--- src/rtl/view_mode_sequencer.sv ---
// Chooses the pixel source feeding vga_driver (RGB, grey, edge, edge+centroid marker),
// steps the mode on a debounced button press and commits it only at frame boundaries.
module view_mode_sequencer #(
  parameter int unsigned IMG_W        = 640,
  parameter int unsigned DEBOUNCE_CYC = 250000,
  parameter int unsigned MARK_HALF    = 2,
  parameter logic [1:0]  RESET_MODE   = 2'd3
) (
  input  logic        clk,
  input  logic        rst,
  input  logic        config_finished,
  input  logic        frame_tick,
  input  logic        mode_btn,
  input  logic [11:0] rgb_pix,
  input  logic        rgb_vld,
  input  logic [11:0] grey_pix,
  input  logic        grey_vld,
  input  logic [11:0] edge_pix,
  input  logic        edge_vld,
  input  logic [9:0]  centroid_x,
  input  logic        line_valid,
  input  logic        line_lost,
  output logic [11:0] out_pix,
  output logic        out_vld,
  output logic [1:0]  mode
);

  localparam int unsigned CW = (IMG_W > 1) ? $clog2(IMG_W) : 1;
  localparam int unsigned DW = (DEBOUNCE_CYC > 1) ? $clog2(DEBOUNCE_CYC) : 1;

  localparam logic [1:0] ST_WAIT_CFG = 2'd0;
  localparam logic [1:0] ST_ARMED    = 2'd1;
  localparam logic [1:0] ST_RUN      = 2'd2;

  localparam logic [1:0] MODE_RGB     = 2'd0;
  localparam logic [1:0] MODE_GREY    = 2'd1;
  localparam logic [1:0] MODE_OVERLAY = 2'd3;

  logic [1:0]    state, state_nxt;
  logic [1:0]    pending;
  logic          btn_s1, btn_s2;
  logic          deb_level, deb_prev;
  logic [DW-1:0] deb_cnt;
  logic          press;
  logic [CW-1:0] col;
  logic [9:0]    cx_lat;
  logic          lv_lat, ll_lat;
  logic          src_vld;
  logic [11:0]   sel_pix;
  logic          in_span;
  logic          run_now;
  logic [10:0]   cx_w, col_w, span_lo, span_hi;

  // Button: two-flop synchroniser followed by a stability counter
  always_ff @(posedge clk) begin
    if (rst) begin
      btn_s1    <= 1'b0;
      btn_s2    <= 1'b0;
      deb_level <= 1'b0;
      deb_prev  <= 1'b0;
      deb_cnt   <= '0;
    end else begin
      btn_s1   <= mode_btn;
      btn_s2   <= btn_s1;
      deb_prev <= deb_level;
      if (btn_s2 == deb_level) begin
        deb_cnt <= '0;
      end else if (deb_cnt == DW'(DEBOUNCE_CYC - 1)) begin
        deb_level <= btn_s2;
        deb_cnt   <= '0;
      end else begin
        deb_cnt <= deb_cnt + DW'(1);
      end
    end
  end

  assign press = deb_level & ~deb_prev;

  // A press coincident with frame_tick commits the old pending value; the increment waits a frame
  always_ff @(posedge clk) begin
    if (rst) begin
      pending <= RESET_MODE;
      mode    <= RESET_MODE;
      cx_lat  <= '0;
      lv_lat  <= 1'b0;
      ll_lat  <= 1'b0;
    end else begin
      if (press)
        pending <= pending + 2'd1;
      if (frame_tick) begin
        mode   <= pending;
        cx_lat <= centroid_x;
        lv_lat <= line_valid;
        ll_lat <= line_lost;
      end
    end
  end

  always_comb begin
    state_nxt = state;
    case (state)
      ST_WAIT_CFG: if (config_finished) state_nxt = ST_ARMED;
      ST_ARMED: begin
        if (!config_finished) state_nxt = ST_WAIT_CFG;
        else if (frame_tick)  state_nxt = ST_RUN;
      end
      ST_RUN:    if (!config_finished) state_nxt = ST_WAIT_CFG;
      default:   state_nxt = ST_WAIT_CFG;
    endcase
  end

  always_ff @(posedge clk) begin
    if (rst) state <= ST_WAIT_CFG;
    else     state <= state_nxt;
  end

  always_comb begin
    src_vld = edge_vld;
    sel_pix = edge_pix;
    case (mode)
      MODE_RGB:  begin src_vld = rgb_vld;  sel_pix = rgb_pix;  end
      MODE_GREY: begin src_vld = grey_vld; sel_pix = grey_pix; end
      default:   begin src_vld = edge_vld; sel_pix = edge_pix; end
    endcase
  end

  always_ff @(posedge clk) begin
    if (rst)
      col <= '0;
    else if (frame_tick)
      col <= '0;
    else if (src_vld)
      col <= (col == CW'(IMG_W - 1)) ? '0 : col + CW'(1);
  end

  // Marker span clamped to [0, IMG_W-1]; an off-screen centroid draws nothing
  always_comb begin
    cx_w    = {1'b0, cx_lat};
    col_w   = 11'(col);
    span_lo = (cx_w >= 11'(MARK_HALF)) ? cx_w - 11'(MARK_HALF) : '0;
    span_hi = ((cx_w + 11'(MARK_HALF)) > 11'(IMG_W - 1)) ? 11'(IMG_W - 1)
                                                        : cx_w + 11'(MARK_HALF);
    in_span = (cx_w < 11'(IMG_W)) && (col_w >= span_lo) && (col_w <= span_hi);
  end

  // A dropped config blanks the very next pixel, ahead of the state register catching up
  assign run_now = (state == ST_RUN) && config_finished;

  always_ff @(posedge clk) begin
    if (rst) begin
      out_pix <= '0;
      out_vld <= 1'b0;
    end else begin
      out_vld <= src_vld;
      if (!run_now)
        out_pix <= 12'h000;
      else if (mode == MODE_OVERLAY && in_span && lv_lat)
        out_pix <= 12'h0F0;
      else if (mode == MODE_OVERLAY && in_span && ll_lat)
        out_pix <= 12'hF00;
      else
        out_pix <= sel_pix;
    end
  end

endmodule
--- config.mk ---
export PLATFORM = sky130hd
export DESIGN_NAME = view_mode_sequencer
export DESIGN_NICKNAME = d
export VERILOG_FILES = /design/src/rtl/view_mode_sequencer.sv
export SDC_FILE = /design/constraint.sdc
export NUM_CORES = 1
export LEC_CHECK = 0
export ABC_AREA = 1
export CORE_ASPECT_RATIO = 0.7
export CORE_UTILIZATION = 40
export DETAILED_ROUTE_END_ITERATION = 7
export HOLD_SLACK_MARGIN = 0.08
export PLACE_DENSITY = 0.71
export SYNTH_ARGS = -nofsm -noshare
export SYNTH_HDL_FRONTEND = slang
export SYNTH_SLANG_ARGS = --single-unit
--- constraint.sdc ---
create_clock -name clk -period 2.5 [get_ports clk]
set_input_delay 0.625 -clock clk [delete_from_list [all_inputs] [get_ports clk]]
set_output_delay 0.625 -clock clk [all_outputs]
set_load 0.01 [all_outputs]
## Word level (Yosys, flattened, before mapping)

Index checks and enable logic that the tools add are counted.

| storage, ports and cells | value |
|---|---|
| logic and storage cells | 67 |
| bits of input ports | 56 |
| register bits | 63 |

| cells by class | value |
|---|---|
| mux-type cells | 12 |
| $add $sub $neg | 5 |
| reduce and logical (&&, ||, !) cells | 15 |
| order comparisons | 5 |
| equality and inequality tests | 10 |
| bitwise logic cells | 4 |

Operator list:

| operator | count |
|---|---|
| $pmux 12 s2 | 1 |
| $mux 11 | 2 |
| $add 18x1->18 const B | 1 |
| $eq 18x18->1 const B | 1 |
| $mux 12 | 1 |
| $add 10x2->11 const B | 1 |
| $ge 10x11->1 | 1 |
| $gt 11x10->1 const B | 1 |
| $le 10x11->1 | 1 |
| $sub 10x2->11 const B | 1 |
| $add 10x1->10 const B | 1 |
| $eq 10x10->1 const B | 1 |
| $ge 10x2->1 const B | 1 |
| $lt 10x10->1 const B | 1 |
| $mux 10 | 1 |
| $mux 2 | 4 |
| $mux 8 | 1 |
| $logic_and 1x1->1 | 6 |
| $pmux 2 s3 | 1 |
| $reduce_or 3->1 | 2 |
| $eq 2x1->1 const B | 2 |
| $eq 2x2->1 const B | 2 |
| $logic_not 2->1 | 2 |
| $ne 2x2->1 const B | 2 |
| 10 further kinds | 13 |

## Depth between registers and ports, before layout

| depth | value |
|---|---|
| depth in word-level cells | 9 |
| depth in mapped cells | 22 |
| mapped depth without buffers | 22 |

## Least setup slack after synthesis

Ideal clock, no wire load.

| timing path | value |
|---|---|
| path kind | register to register |
| start point | register cx_lat[1] |
| end point | register out_pix[0] |
| required time | 2385 ps |
| stages on the path, launching flop included | 21 |
| path buffers | 0 |
| path slack | -244 ps |
| period minus slack after synthesis | 2744 ps |
| arrival time | 2629 ps |
| cells stage by stage | dfxtp_1 -> inv_1 -> ha_1 -> inv_1 -> o2111ai_1 -> nor3_1 -> nand2_1 -> nand3_2 -> nand2_4 -> inv_6 -> nor2_2 -> ha_1 -> nand2_1 -> nor2_1 -> and2_1 -> nand2_1 -> nand3_1 -> a21oi_4 -> nand3_4 -> nand3_2 -> nor2_1 |

| between the ends | value |
|---|---|
| cells in the longest elaborated chain, start to end | 8 |

RTL lines:

| element | RTL line | text |
|---|---|---|
| start: declaration | 46 | `logic [9:0] cx_lat;` |
| start signal: assignment | 92 | `cx_lat <= centroid_x;` |
| $add 10x2->11, or another cell as far along | 141, 142 |  |
| $gt 11x10->1 / $mux 11 (equally long branches) | 141, 140 |  |
| $mux 11 / $ge 10x11->1 (equally long branches) | 141, 143 |  |
| $le 10x11->1 / $logic_and 1x1->1 (equally long branches) | 143 | `in_span = (cx_w < 11'(IMG_W)) && (col_w >= span_lo) && (col_w <= span_hi);` |
| $logic_and 1x1->1 (*) | 143 |  |
| $logic_and 1x1->1 (*) | 157, 159 |  |
| $logic_and 1x1->1, on equally long branches | 157, 159 |  |
| $reduce_or 4->1 (no source line) (*) | n/a |  |
| end signal: assignment | 162 | `out_pix <= sel_pix;` |
| end: declaration | 23 | `output logic [11:0] out_pix,` |

Every way passes the cells marked *; elsewhere a longest branch is shown, timed or not.
A chain may end at the register's enable or synchronous reset.

## Final worst setup path

| timing path | value |
|---|---|
| start point | register cx_lat[1] |
| end point | register out_pix[11] |

| between the ends | value |
|---|---|
| cells in the longest elaborated chain, start to end | 8 |

RTL lines:

| element | RTL line |
|---|---|
| $add 10x2->11, or another cell as far along | 141, 142 |
| $gt 11x10->1 / $mux 11 (equally long branches) | 141, 140 |
| $mux 11 / $ge 10x11->1 (equally long branches) | 141, 143 |
| $le 10x11->1 / $logic_and 1x1->1 (equally long branches) | 143 |
| $logic_and 1x1->1 (*) | 143 |
| $logic_and 1x1->1 (*) | 157, 159 |
| $logic_and 1x1->1, on equally long branches | 157, 159 |
| $reduce_or 3->1 (no source line) / $mux 12 (equally long branches) | n/a |

Marks and branches as above.

==> results.sh <==
export IMPL_status="finished, violations left"
export IMPL_violations="negative setup slack"
export IMPL_regToRegSetupSlack_ps=-410
export IMPL_place_congestion=0.897
export IMPL_dieWidth_um=116
export IMPL_grt_pass1_wl_um=15900
export IMPL_cp_depth=19
export IMPL_synth_area_um2=3670
export IMPL_clock_sinks=63
export IMPL_hold_path_depth=2
export IMPL_start_util=0.422
export IMPL_tightest_slew_ps=500
export IMPL_cp_required_ps=2760
export IMPL_setup_ws_ps=-409
export IMPL_drc=0
export IMPL_syn_to_final_growth_pct=45.7
export IMPL_cp_arrival_ps=3170
export IMPL_clk_pin_slew_ps=60
export IMPL_drtIter0Drc=156
export IMPL_relSlewSlack=0.665
export IMPL_vias_per_cell=4.92
export IMPL_synth_top_flop_cell="dfxtp_1"
export IMPL_maxCapViolCount=0
export IMPL_die_height_um=82.1
export IMPL_hold_class="reg2reg"
export IMPL_htree_levels=3
export IMPL_holdWs_ps=422
export IMPL_fill_cells=764
export IMPL_portBuffers=70
export IMPL_finalCritPeriodShare=1.16
export IMPL_cts_hold_buf=0
export IMPL_grt_use_total=0.219
export IMPL_ys_types=43
export IMPL_crit_family="simple AND/OR/NAND/NOR gates"
export IMPL_clockBufferDepth=2
export IMPL_post_place_ws_ps=-429
export IMPL_grt_pass1_vias=3430
export IMPL_rsz0062_at_grt="true"
export IMPL_nets=704
export IMPL_setup_violations_final=12
export IMPL_peakVddDrop_v=0.000298
export IMPL_cts_tree="yes"
export IMPL_cp_cell_sequence="ha_4 > nand2_4 > inv_1 > nor2_2 > o2111ai_1 > nor3_1 > nand2_1 > nand3_2 > nand2_4 > inv_8 > nor2_4 > ha_1 > nand2_2 > nor2_2 > nand4_1 > a21oi_4 > buf_4 > nand3_2 > a21oi_1"
export IMPL_r2r_cells=19
export IMPL_synth_net_count=584
export IMPL_startpoint_type="flop"
export IMPL_period_needed_ps=2910
export IMPL_rows=28
export IMPL_async_reset_ff_frac=0
export IMPL_antenna_found_initial=0
export IMPL_dieArea_um2=9560
export IMPL_synth_cells=502
export IMPL_finalHoldViolCount=0
export IMPL_utilization=0.615
export IMPL_clk_latency_ps=330
export IMPL_hpwl_um=7660
export IMPL_timing_critical_path_buf_inv=3
export IMPL_overflow=0
export IMPL_core_area_um2=8690
export IMPL_totalWireLength_um=10200
export IMPL_yosys_warnings=0
export IMPL_synth_edff_count=0
export IMPL_synth_seq_cells=63
export IMPL_ys_seq_area_frac=0.344
export IMPL_wl_per_cell_um=13.7
export IMPL_finClkSkew_ps=3.16
export IMPL_crit_fanout=6
export IMPL_ff_latch_area_um2=1270
export IMPL_cpMaxStageDelayCell="dfxtp_4"
export IMPL_syn_area_per_cell_um2=7.31
export IMPL_end_kind="flop"
export IMPL_cts_root_buffer="clkbuf_16"
export IMPL_cpPeakStageDelay_ps=360
export IMPL_max_freq_mhz=344
export IMPL_multi_input_comb_area_um2=2340
export IMPL_boundaryPins=71
export IMPL_cts_made_buffers=9
export IMPL_drive_above_1_share=0.212
export IMPL_antenna_left=0
export IMPL_grt_start_max_net_pins=19
export IMPL_critPathKind="reg2reg"
export IMPL_firstDrtPassIters=4
export IMPL_power_density_nw_per_um2=518
export IMPL_n_antenna_cell=0
export IMPL_leakage_nw=2.29
export IMPL_finalMaxSlewViolations=0
export IMPL_dr_total_vias=3674
## synth_stat cells, drive strengths merged, types with 2 or more instances
cell,instances,area share
a21oi,36,0.052
a22o,10,0.024
a22oi,2,0.0041
and2,2,0.0034
buf,2,0.0034
clkbuf,5,0.0051
dfxtp,63,0.34
ha,26,0.089
inv,62,0.065
nand2,123,0.13
nand3,32,0.059
nand4,6,0.010
nor2,66,0.082
nor3,13,0.020
nor3b,4,0.0095
nor4,3,0.0068
o21ai,18,0.026
or2,3,0.0051
xor2,17,0.041
## cells in the final DEF, fill, tap and decap left out, types with 2 or more instances in the layout
cell type	Yosys	routed
a21oi_1	35	32
a21oi_2	0	3
a22o_1	10	10
a22oi_1	2	2
and2_1	2	2
buf_4	1	45
clkbuf_16	0	9
clkdlybuf4s50_1	0	70
clkinv_2	0	2
dfxtp_1	63	60
dfxtp_4	0	2
ha_1	26	20
ha_4	0	6
inv_1	59	55
inv_2	2	5
inv_4	0	2
nand2_1	116	110
nand2_2	6	9
nand2_4	1	4
nand3_1	25	23
nand3_2	4	6
nand3_4	3	4
nand4_1	6	6
nor2_1	49	45
nor2_2	15	13
nor2_4	2	8
nor3_1	11	10
nor3_4	0	2
nor3b_1	3	3
nor4_1	2	2
o21ai_0	17	16
or2_1	2	2
xor2_1	17	16
## worst register-to-register path, cell delays in order (launching register included)
cell,delay [ps]
dfxtp_4,360
ha_4,170
nand2_4,60
inv_1,50
nor2_2,130
o2111ai_1,130
nor3_1,180
nand2_1,90
nand3_2,100
nand2_4,70
inv_8,100
nor2_4,30
ha_1,280
nand2_2,60
nor2_2,120
nand4_1,200
a21oi_4,290
buf_4,160
nand3_2,110
a21oi_1,140
## flip-flops by register name (all words and copies together), names as in the netlist
signal,flops
deb_prev,1
out_vld,1
ll_lat,1
pending,2
cx_lat,10
deb_cnt,18
btn_s2,1
deb_level,1
btn_s1,1
mode,2
state,2
col,10
out_pix,12
lv_lat,1
## cell families after synthesis
| group | Yosys count | synth area share |
|---|---|---|
| adders and majority gates | 26 | 0.0887 |
| AOI/OAI and AO/OA | 72 | 0.119 |
| and+or+nand+nor | 253 | 0.331 |
| xor gates and xnor gates | 18 | 0.0430 |
| DFF | 63 | 0.344 |
| buffers and inverters | 70 | 0.0744 |
## through the flow
stage / power (mW) / std cells / TNS [ps] / cell area, um2
after floorplan: 1.26 / 502 / -1330 / 3740
after global placement: 1.47 / 723 / -2970 / 4840
after detailed placement: 1.48 / 723 / -4890 / 4840
after CTS: 2.75 / 742 / -3820 / 5180
after global routing: 2.88 / 747 / -6390 / 5350
final: 2.77 / 747 / -4630 / 5350
## final timing paths
path,startpoint,to
setup / recovery,cx_lat[1]$_SDFFE_PP0P_,out_pix[11]$_SDFF_PP0_
hold / removal,btn_s1$_SDFF_PP0_,btn_s2$_SDFF_PP0_
setup reg to reg,cx_lat[1]$_SDFFE_PP0P_,out_pix[11]$_SDFF_PP0_
hold reg to reg,btn_s1$_SDFF_PP0_,btn_s2$_SDFF_PP0_
## power breakdown
group	total, mW	internal (mW)	switching, mW
registers	1.04	1.02	0.0168
clock network	1.26	0.773	0.484
logic	0.471	0.244	0.227
total	2.77	2.04	0.728
## area by class of cell
cell class | instances | share of cell area
clock buffer | 9 | 0.0421
multi-input combinational | 370 | 0.438
sequential | 63 | 0.238
inverter | 63 | 0.0461
tap | 120 | 0.0281
clock inverter | 7 | 0.0133
timing repair buffer | 115 | 0.194
## repair_timing
action	CTS	global route
gates resized for setup	6	24
buffers inserted	3	4
cloned	0	1
pin swaps	4	5
setup endpoints to repair	12	12
## layer usage
layer | global-route usage | vias to the layer above | wire length (um)
met5 | 0 | - | 0
met1 | 0.278 | 1678 | 4920
met4 | 0.0987 | 0 | 192
met2 | 0.359 | 104 | 4480
met3 | 0.0467 | 20 | 644
li1 | - | 1872 | -
Note: power is estimated with default switching activity, not from simulation.
